**config.mk**
```make
export PLATFORM = sky130hd
export DESIGN_NAME = fetch_queue_flat
export DESIGN_NICKNAME = d
export VERILOG_FILES = /design/src/rtl/fetch_queue_if.sv /design/src/rtl/fetch_queue.sv /design/src/flat_wrapper.sv
export SDC_FILE = /design/constraint.sdc
export NUM_CORES = 1
export LEC_CHECK = 0
export BUFFER_PORTS_ARGS = -buffer_cell sky130_fd_sc_hd__clkbuf_2
export CAP_MARGIN = 20
export CORE_MARGIN = 3
export CORE_UTILIZATION = 45
export CTS_BUF_LIST = sky130_fd_sc_hd__clkbuf_2 sky130_fd_sc_hd__clkbuf_4 sky130_fd_sc_hd__clkbuf_8
export DETAILED_ROUTE_END_ITERATION = 12
export MAX_ROUTING_LAYER = met4
export PLACE_DENSITY_LB_ADDON = 0.25
export RECOVER_POWER = 25
export SETUP_SLACK_MARGIN = 0.05
export SLEW_MARGIN = 25
export SYNTH_ARGS = -nofsm -noshare
export SYNTH_HDL_FRONTEND = slang
export SYNTH_SLANG_ARGS = --single-unit
```
**constraint.sdc**
```tcl
create_clock -name clk -period 7.3 [get_ports clk]
set_clock_uncertainty 0.15 [all_clocks]
set_input_delay 0.73 -clock clk [delete_from_list [all_inputs] [get_ports clk]]
set_output_delay 0.73 -clock clk [all_outputs]
set_load 0.03 [all_outputs]
```
**src/rtl/fetch_queue_if.sv**
```systemverilog
// rtl/fetch_queue_if.sv - instruction-memory request/response and decode channels of the fetch stage
// master is the fetch stage side; slave is the memory/decode environment side.
interface fetch_queue_if #(
  parameter int PC_WIDTH   = 32,
  parameter int DATA_WIDTH = 32
);
  logic                  imem_req_valid;
  logic                  imem_req_ready;
  logic [PC_WIDTH-1:0]   imem_req_addr;
  logic                  imem_rsp_valid;
  logic [DATA_WIDTH-1:0] imem_rsp_data;
  logic                  fetch_valid;
  logic                  fetch_ready;
  logic [DATA_WIDTH-1:0] fetch_instr;
  logic [PC_WIDTH-1:0]   fetch_pc;

  modport master (
    output imem_req_valid, imem_req_addr,
    input  imem_req_ready,
    input  imem_rsp_valid, imem_rsp_data,
    output fetch_valid, fetch_instr, fetch_pc,
    input  fetch_ready
  );

  modport slave (
    input  imem_req_valid, imem_req_addr,
    output imem_req_ready,
    output imem_rsp_valid, imem_rsp_data,
    input  fetch_valid, fetch_instr, fetch_pc,
    output fetch_ready
  );
endinterface

```
**src/rtl/fetch_queue.sv**
```systemverilog
// rtl/fetch_queue.sv - credit-limited instruction fetch with in-order response buffer and flush
// Requests are only issued while buffered + in-flight entries fit in DEPTH, so the buffer cannot overflow.
module fetch_queue #(
  parameter int PC_WIDTH   = 32,
  parameter int DATA_WIDTH = 32,
  parameter int DEPTH      = 4
) (
  input  logic                clk,
  input  logic                rst_n,
  input  logic [PC_WIDTH-1:0] pc_i,
  input  logic                flush_i,
  output logic                pc_advance_o,
  fetch_queue_if.master       bus
);
  localparam int AW = $clog2(DEPTH);
  localparam int CW = AW + 1;

  logic [CW-1:0] count_q, count_d;
  logic [CW-1:0] inflight_q, inflight_d;
  logic [CW-1:0] stale_q, stale_d;
  logic [AW-1:0] wr_ptr_q, wr_ptr_d;
  logic [AW-1:0] rd_ptr_q, rd_ptr_d;
  logic [AW-1:0] pend_wr_q, pend_wr_d;
  logic [AW-1:0] pend_rd_q, pend_rd_d;

  logic [PC_WIDTH-1:0]   pend_pc_q   [DEPTH];
  logic [DATA_WIDTH-1:0] buf_instr_q [DEPTH];
  logic [PC_WIDTH-1:0]   buf_pc_q    [DEPTH];

  logic credit_ok;
  logic req_valid;
  logic accept;
  logic rsp_take;
  logic rsp_keep;
  logic head_valid;
  logic pop;

  always_comb begin
    credit_ok  = ({1'b0, count_q} + {1'b0, inflight_q}) < (CW+1)'(DEPTH);
    req_valid  = rst_n & ~flush_i & credit_ok;
    accept     = req_valid & bus.imem_req_ready;
    // A response with nothing outstanding is a protocol error and is ignored.
    rsp_take   = bus.imem_rsp_valid & (inflight_q != '0);
    rsp_keep   = rsp_take & (stale_q == '0) & ~flush_i;
    head_valid = (count_q != '0);
    pop        = head_valid & bus.fetch_ready;

    inflight_d = inflight_q + CW'(accept) - CW'(rsp_take);
    pend_wr_d  = pend_wr_q + AW'(accept);
    pend_rd_d  = pend_rd_q + AW'(rsp_take);
    count_d    = count_q + CW'(rsp_keep) - CW'(pop);
    wr_ptr_d   = wr_ptr_q + AW'(rsp_keep);
    rd_ptr_d   = rd_ptr_q + AW'(pop);
    stale_d    = (rsp_take && stale_q != '0) ? stale_q - 1'b1 : stale_q;

    if (flush_i) begin
      count_d  = '0;
      wr_ptr_d = '0;
      rd_ptr_d = '0;
      // Every request still outstanding after this edge returns data nobody wants.
      stale_d  = inflight_q - CW'(rsp_take);
    end
  end

  always_ff @(posedge clk or negedge rst_n) begin
    if (!rst_n) begin
      count_q    <= '0;
      inflight_q <= '0;
      stale_q    <= '0;
      wr_ptr_q   <= '0;
      rd_ptr_q   <= '0;
      pend_wr_q  <= '0;
      pend_rd_q  <= '0;
    end else begin
      count_q    <= count_d;
      inflight_q <= inflight_d;
      stale_q    <= stale_d;
      wr_ptr_q   <= wr_ptr_d;
      rd_ptr_q   <= rd_ptr_d;
      pend_wr_q  <= pend_wr_d;
      pend_rd_q  <= pend_rd_d;
    end
  end

  // Storage needs no reset: entries are only observed while count/inflight say they are live.
  always_ff @(posedge clk) begin
    if (accept) begin
      pend_pc_q[pend_wr_q] <= pc_i;
    end
    if (rsp_keep) begin
      buf_instr_q[wr_ptr_q] <= bus.imem_rsp_data;
      buf_pc_q[wr_ptr_q]    <= pend_pc_q[pend_rd_q];
    end
  end

  assign pc_advance_o       = accept;
  assign bus.imem_req_valid = req_valid;
  assign bus.imem_req_addr  = pc_i;
  assign bus.fetch_valid    = head_valid;
  assign bus.fetch_instr    = head_valid ? buf_instr_q[rd_ptr_q] : '0;
  assign bus.fetch_pc       = head_valid ? buf_pc_q[rd_ptr_q] : '0;
endmodule
```
**src/flat_wrapper.sv**
```systemverilog
// flat-port wrapper written by rule: the top's interface ports become plain ports
module fetch_queue_flat 
#(
  parameter int PC_WIDTH   = 32,
  parameter int DATA_WIDTH = 32,
  parameter int DEPTH      = 4
)
  (clk, rst_n, pc_i, flush_i, pc_advance_o, bus_imem_req_valid, bus_imem_req_addr, bus_imem_req_ready, bus_imem_rsp_valid, bus_imem_rsp_data, bus_fetch_valid, bus_fetch_instr, bus_fetch_pc, bus_fetch_ready);
  fetch_queue_if #(.PC_WIDTH(PC_WIDTH), .DATA_WIDTH(DATA_WIDTH)) bus_i ();
  input  logic clk;
  input  logic rst_n;
  input  logic [PC_WIDTH-1:0] pc_i;
  input  logic flush_i;
  output logic pc_advance_o;
  output wire logic [$bits(bus_i.imem_req_valid)-1:0] bus_imem_req_valid;
  output wire logic [$bits(bus_i.imem_req_addr)-1:0] bus_imem_req_addr;
  input wire logic [$bits(bus_i.imem_req_ready)-1:0] bus_imem_req_ready;
  input wire logic [$bits(bus_i.imem_rsp_valid)-1:0] bus_imem_rsp_valid;
  input wire logic [$bits(bus_i.imem_rsp_data)-1:0] bus_imem_rsp_data;
  output wire logic [$bits(bus_i.fetch_valid)-1:0] bus_fetch_valid;
  output wire logic [$bits(bus_i.fetch_instr)-1:0] bus_fetch_instr;
  output wire logic [$bits(bus_i.fetch_pc)-1:0] bus_fetch_pc;
  input wire logic [$bits(bus_i.fetch_ready)-1:0] bus_fetch_ready;
  assign bus_imem_req_valid = bus_i.imem_req_valid;
  assign bus_imem_req_addr = bus_i.imem_req_addr;
  assign bus_i.imem_req_ready = bus_imem_req_ready;
  assign bus_i.imem_rsp_valid = bus_imem_rsp_valid;
  assign bus_i.imem_rsp_data = bus_imem_rsp_data;
  assign bus_fetch_valid = bus_i.fetch_valid;
  assign bus_fetch_instr = bus_i.fetch_instr;
  assign bus_fetch_pc = bus_i.fetch_pc;
  assign bus_i.fetch_ready = bus_fetch_ready;
  fetch_queue #(.PC_WIDTH(PC_WIDTH), .DATA_WIDTH(DATA_WIDTH), .DEPTH(DEPTH)) u_core (.clk(clk), .rst_n(rst_n), .pc_i(pc_i), .flush_i(flush_i), .pc_advance_o(pc_advance_o), .bus(bus_i));
endmodule
```
## Word-level counts from Yosys, hierarchy flattened

Memory sizes are Yosys's and may differ from the RTL's.
Index checks and enable logic that the tools add are counted.

| storage, ports and cells | value |
|---|---|
| memories kept | 3 |
| bits in writable memories | 384 |
| register bits | 17 |
| bits in read-only memories | 0 |
| bits in latches | 0 |
| logic and storage cells | 47 |

| operators by class | value |
|---|---|
| bitwise gates (word level) | 8 |
| equal/unequal tests | 0 |
| reduce and logical (&&, ||, !) cells | 6 |
| div/mod/pow operators | 0 |
| $mul | 0 |
| add/subtract/negate cells | 11 |
| shift-type cells | 0 |
| $lt $le $gt $ge | 1 |
| muxes and demuxes | 11 |

Memories:

| memory | words | width | read ports | clocked after Yosys merged registers in | write ports | RTL line | RTL |
|---|---|---|---|---|---|---|---|
| u_core.buf_instr_q | 4 | 32 | 1 | 0 | 1 | fetch_queue.sv:27 | `logic [DATA_WIDTH-1:0] buf_instr_q [DEPTH];` |
| u_core.buf_pc_q | 4 | 32 | 1 | 0 | 1 | fetch_queue.sv:28 | `logic [PC_WIDTH-1:0] buf_pc_q [DEPTH];` |
| u_core.pend_pc_q | 4 | 32 | 1 | 0 | 1 | fetch_queue.sv:26 | `logic [PC_WIDTH-1:0] pend_pc_q [DEPTH];` |

Operator list:

| operator | number |
|---|---|
| $mux W32 | 2 |
| $mux W3 | 3 |
| $reduce_bool A3 Y1 | 3 |
| $sub A3 B1 Y3 | 3 |
| $add A2 B1 Y2 | 4 |
| $and A1 B1 Y1 | 7 |
| $add A3 B1 Y3 | 2 |
| $add A3 B3 Y4 | 1 |
| $lt A4 B3 Y1 const B | 1 |
| $mux W1 | 4 |
| $mux W2 | 2 |
| $logic_not A3 Y1 | 1 |
| $sub A3 B1 Y3 const B | 1 |
| $reduce_bool A2 Y1 | 1 |
| $logic_and A1 B1 Y1 | 1 |
| $not A1 Y1 | 1 |

## Depth between registers and ports, before layout

| logic depth | value |
|---|---|
| word-level depth | 7 |
| depth in mapped cells | 10 |

## Worst setup path after synthesis

No wires, ideal clock.

| timing | value |
|---|---|
| kind | input-to-reg |
| start point | input flush_i |
| end point | memory u_core.buf_instr_q[1][0] (enable) |
| setup slack | 0.605 ns |
| cell stages on the path | 3 |
| path buffers | 0 |
| data arrival time | 5.967 ns |
| cell sequence | nor3b_1 > nand2_1 > nor3b_1 |

| on the way | value |
|---|---|
| longest elaborated chain between the ends | 4 |

Ends and longest elaborated chain:

| element | RTL line | RTL |
|---|---|---|
| start: declaration | flat_wrapper.sv:13 | `input logic flush_i;` |
| $not A1 Y1 | fetch_queue.sv:44 | `rsp_keep = rsp_take & (stale_q == '0) & ~flush_i;` |
| $and A1 B1 Y1 | fetch_queue.sv:44 |  |
| $mux W1 | fetch_queue.sv:90 | `if (rsp_keep) begin` |
| $mux W1 (not written as such) | fetch_queue.sv:91 | `buf_instr_q[wr_ptr_q] <= bus.imem_rsp_data;` |
| end: declaration | fetch_queue.sv:27 |  |

No other way between the ends.

## Worst setup path after layout

| timing | value |
|---|---|
| start point | register u_core.rd_ptr_q[0] |
| end point | output bus_fetch_pc[0] |

| on the way | value |
|---|---|
| longest elaborated chain between the ends | 2 |

Ends and longest elaborated chain:

| element | RTL line | RTL |
|---|---|---|
| start: declaration | fetch_queue.sv:22 | `logic [AW-1:0] rd_ptr_q, rd_ptr_d;` |
| start signal: assignment | fetch_queue.sv:79 | `rd_ptr_q <= rd_ptr_d;` |
| $mem_v2 Z4 W32 | n/a |  |
| $mux W32 | fetch_queue.sv:101 | `assign bus.fetch_pc = head_valid ? buf_pc_q[rd_ptr_q] : '0;` |
| end: declaration | flat_wrapper.sv:22 | `output wire logic [$bits(bus_i.fetch_pc)-1:0] bus_fetch_pc;` |

No other way between the ends.

==> reports/metrics.yaml <==
r2r-end: "u_core.count_q[2]"
syn_to_final_growth_pct: 14.8
crit_arrival_ns: 3.13
grt_pass1_vias: 7535
core.rowCount: 67
die_y_um: 192
hp-class: "input pin to flip-flop"
ant_nets: 0
yosysWarnings: 0
ys_types: 31
drv_cap: 0
synth-seq-area-share_pct: 76.7
syn-num-nets: 785
path_class: "flip-flop to primary output"
place.gp.congestion: 0.700
whs_endpoint: "u_core.buf_instr_q[3][29]"
drtPass1Iterations: 4
grt_setup_unrepaired: "no"
clock.fmax_ghz: 0.250
cts_inserted_buffers: 66
clkTransAtPathRegs_ns: 0.05
setup_ws_ns: 3.29
slew_violations: 0
grt_usage_pct: 16.5
yosys_most_used_dff: "edfxtp_1"
peakVddDrop_mv: 0.241
syn_area_um2: 15600
via_per_inst: 5.17
place_ws_ns: 3.74
wire_per_inst_um: 20.9
core_area_um2: 33900
nets: 975
cts_tree: "yes"
min_path_cells: 1
worstMarginPinSlew_ns: 0.982
portBuffers: 168
yosys.area.top_type: "edfxtp_1"
timing.rr.start: "u_core.count_q[1]"
vias: 7114
io_pins: 169
antenna_found_initial: 0
syn_inst: 699
avgSynthCellArea_um2: 22.3
nFillCells: 2710
synth.area.top_cells: "edfxtp_1, mux4_2, dfrtp_1"
finalPower_mw: 6.47
start_util_pct: 46.0
crit_fanout: 34
synth_top_area_share_pct: 74.0
final_cell_count_no_fill: 1377
fp.dieW_um: 192
hpwl_um: 16100
synth_edf_count: 384
ys_ff_latch: 401
insertion_delay_ns: 0.57
drt_iter0_drc: 396
hold_viol: 0
cts_buffer_depth: 3
drc: 0
dieArea_um2: 36900
root_buffer: "clkbuf_8"
cp.required_ns: 6.42
synth.most_common_cell: "edfxtp_1"
power.density_nw_per_um2: 361
p_leak_nw: 5.99
setup-violations-final: 0
cts.sinks: 401
hp-start: "bus_imem_rsp_data[29]"
r2r_cells: 10
grt_first_pass_wirelength_um: 43800
grt_max_degree: 66
synthArstFlopShare_pct: 4.24
critPathLaunchType: "flip-flop"
whs_ns: 0.281
tns_ns: 0
h-tree-depth: 3
min_period_ns: 4.01
end_kind: "primary output"
wl_um: 28800
r2r_setup_slack_ns: 4.10
period_share_pct: 54.9
drive_gt1_share_pct: 35.2
status: "finished clean"
synth_common_cells: "edfxtp_1, mux4_2, and2_1, buf_4, dfrtp_1"
dpl.cell_count: 1267
maxSlewHeadroom_pct: 34.5
diodes: 0
grt_overflow: 0
[stage by stage]
stage,cell area (µm²),utilization (%)
floorplan,15600,-
global placement,16700,49.2
detailed placement,16700,49.2
CTS,17900,53.0
global route,17900,52.8
finish,17900,52.8
[worst max path at each step]
stage	startpoint	endpoint	slack, ns	depth (start not counted)
2_1_floorplan	flush_i	u_core.buf_instr_q[1][0]	0.60	3
3_3_place_gp	u_core.rd_ptr_q[0]	bus_fetch_instr[31]	3.78	4
3_5_place_dp	u_core.rd_ptr_q[0]	bus_fetch_pc[0]	3.74	4
4_1_cts	u_core.rd_ptr_q[0]	bus_fetch_pc[0]	3.11	4
5_1_grt	u_core.rd_ptr_q[0]	bus_fetch_pc[0]	3.01	4
6_report	u_core.rd_ptr_q[0]	bus_fetch_pc[0]	3.29	4
[worst max-delay path: stages, from the launching register on]
cell and delay (ns):
dfrtp_4 0.88, buf_4 0.67, mux4_1 0.65, and2_1 0.17, clkbuf_2 0.17
[metal layers]
metal  global-route usage (%)  wire length (µm)
met3                     3.03              1600
met1                     22.4             12700
met2                     25.5             13800
met4                     5.49               656
met5                        -                 0
[flip-flops by register name, indices dropped and copies added, names as in the netlist]
signal and cells:
u_core.buf_instr_q 128, u_core.buf_pc_q 128, u_core.pend_pc_q 128, u_core.count_q 3
u_core.inflight_q 3, u_core.stale_q 3, u_core.pend_rd_q 2, u_core.pend_wr_q 2
u_core.rd_ptr_q 2, u_core.wr_ptr_q 2
[layout make-up]
type / count / area (µm²) / share of cell area (%)
well taps: 448 / 561 / 3.13
repair buffers: 184 / 902 / 5.04
flip-flops and latches: 401 / 12000 / 66.9
clock inverters: 19 / 175 / 0.979
multi-input cells: 223 / 3140 / 17.6
clock buffers: 89 / 1100 / 6.15
inverters: 13 / 48.8 / 0.273
[placed cells by master (no fill, tap or decap), types with 2 or more instances in the layout]
| cell type | count |
|---|---|
| buf_4 | 14 |
| nor3_2 | 2 |
| clkinv_2 | 2 |
| nand2_1 | 2 |
| or4_1 | 2 |
| o311ai_0 | 2 |
| nor2_1 | 5 |
| dfrtp_2 | 2 |
| nor2b_1 | 6 |
| mux4_1 | 4 |
| nor3b_2 | 4 |
| fa_1 | 2 |
| clkinvlp_4 | 2 |
| dfrtp_4 | 2 |
| xor2_1 | 3 |
| clkbuf_8 | 69 |
| mux4_2 | 92 |
| bufinv_16 | 3 |
| edfxtp_1 | 384 |
| clkinv_1 | 10 |
| and2_1 | 65 |
| inv_8 | 2 |
| a21oi_1 | 2 |
| clkbuf_1 | 59 |
| inv_1 | 13 |
| ha_1 | 14 |
| clkbuf_4 | 20 |
| clkbuf_2 | 109 |
| xnor2_1 | 6 |
| dfrtp_1 | 13 |
[kinds of logic (layout without fill, tap and decap cells)]
group | after synthesis | in the layout | share of synthesized area, %
xor gates and xnor gates | 9 | 9 | 0.506
and+or+nand+nor | 94 | 94 | 3.67
DFF | 401 | 401 | 76.7
AOI/OAI and AO/OA | 8 | 8 | 0.345
adders and majority gates | 16 | 16 | 1.38
muxes | 96 | 96 | 14.0
buffers and inverters | 75 | 305 | 3.41
[power breakdown]
group / switching [mW] / leakage (nW) / internal (mW)
combinational: 0.982 / 1.66 / 0.667
clock: 0.817 / 0.666 / 1.08
sequential: 0.177 / 3.66 / 2.74
[timing repair]
action | 4_1_cts | 5_1_grt
endpoints found under the setup margin | 0 | 0
endpoints found under the hold margin | 17 | 0
hold buffers | 1 | 0
buffers inserted | 0 | 0
gates resized for setup | 0 | 0
Note: power is estimated with default switching activity, not from simulation.
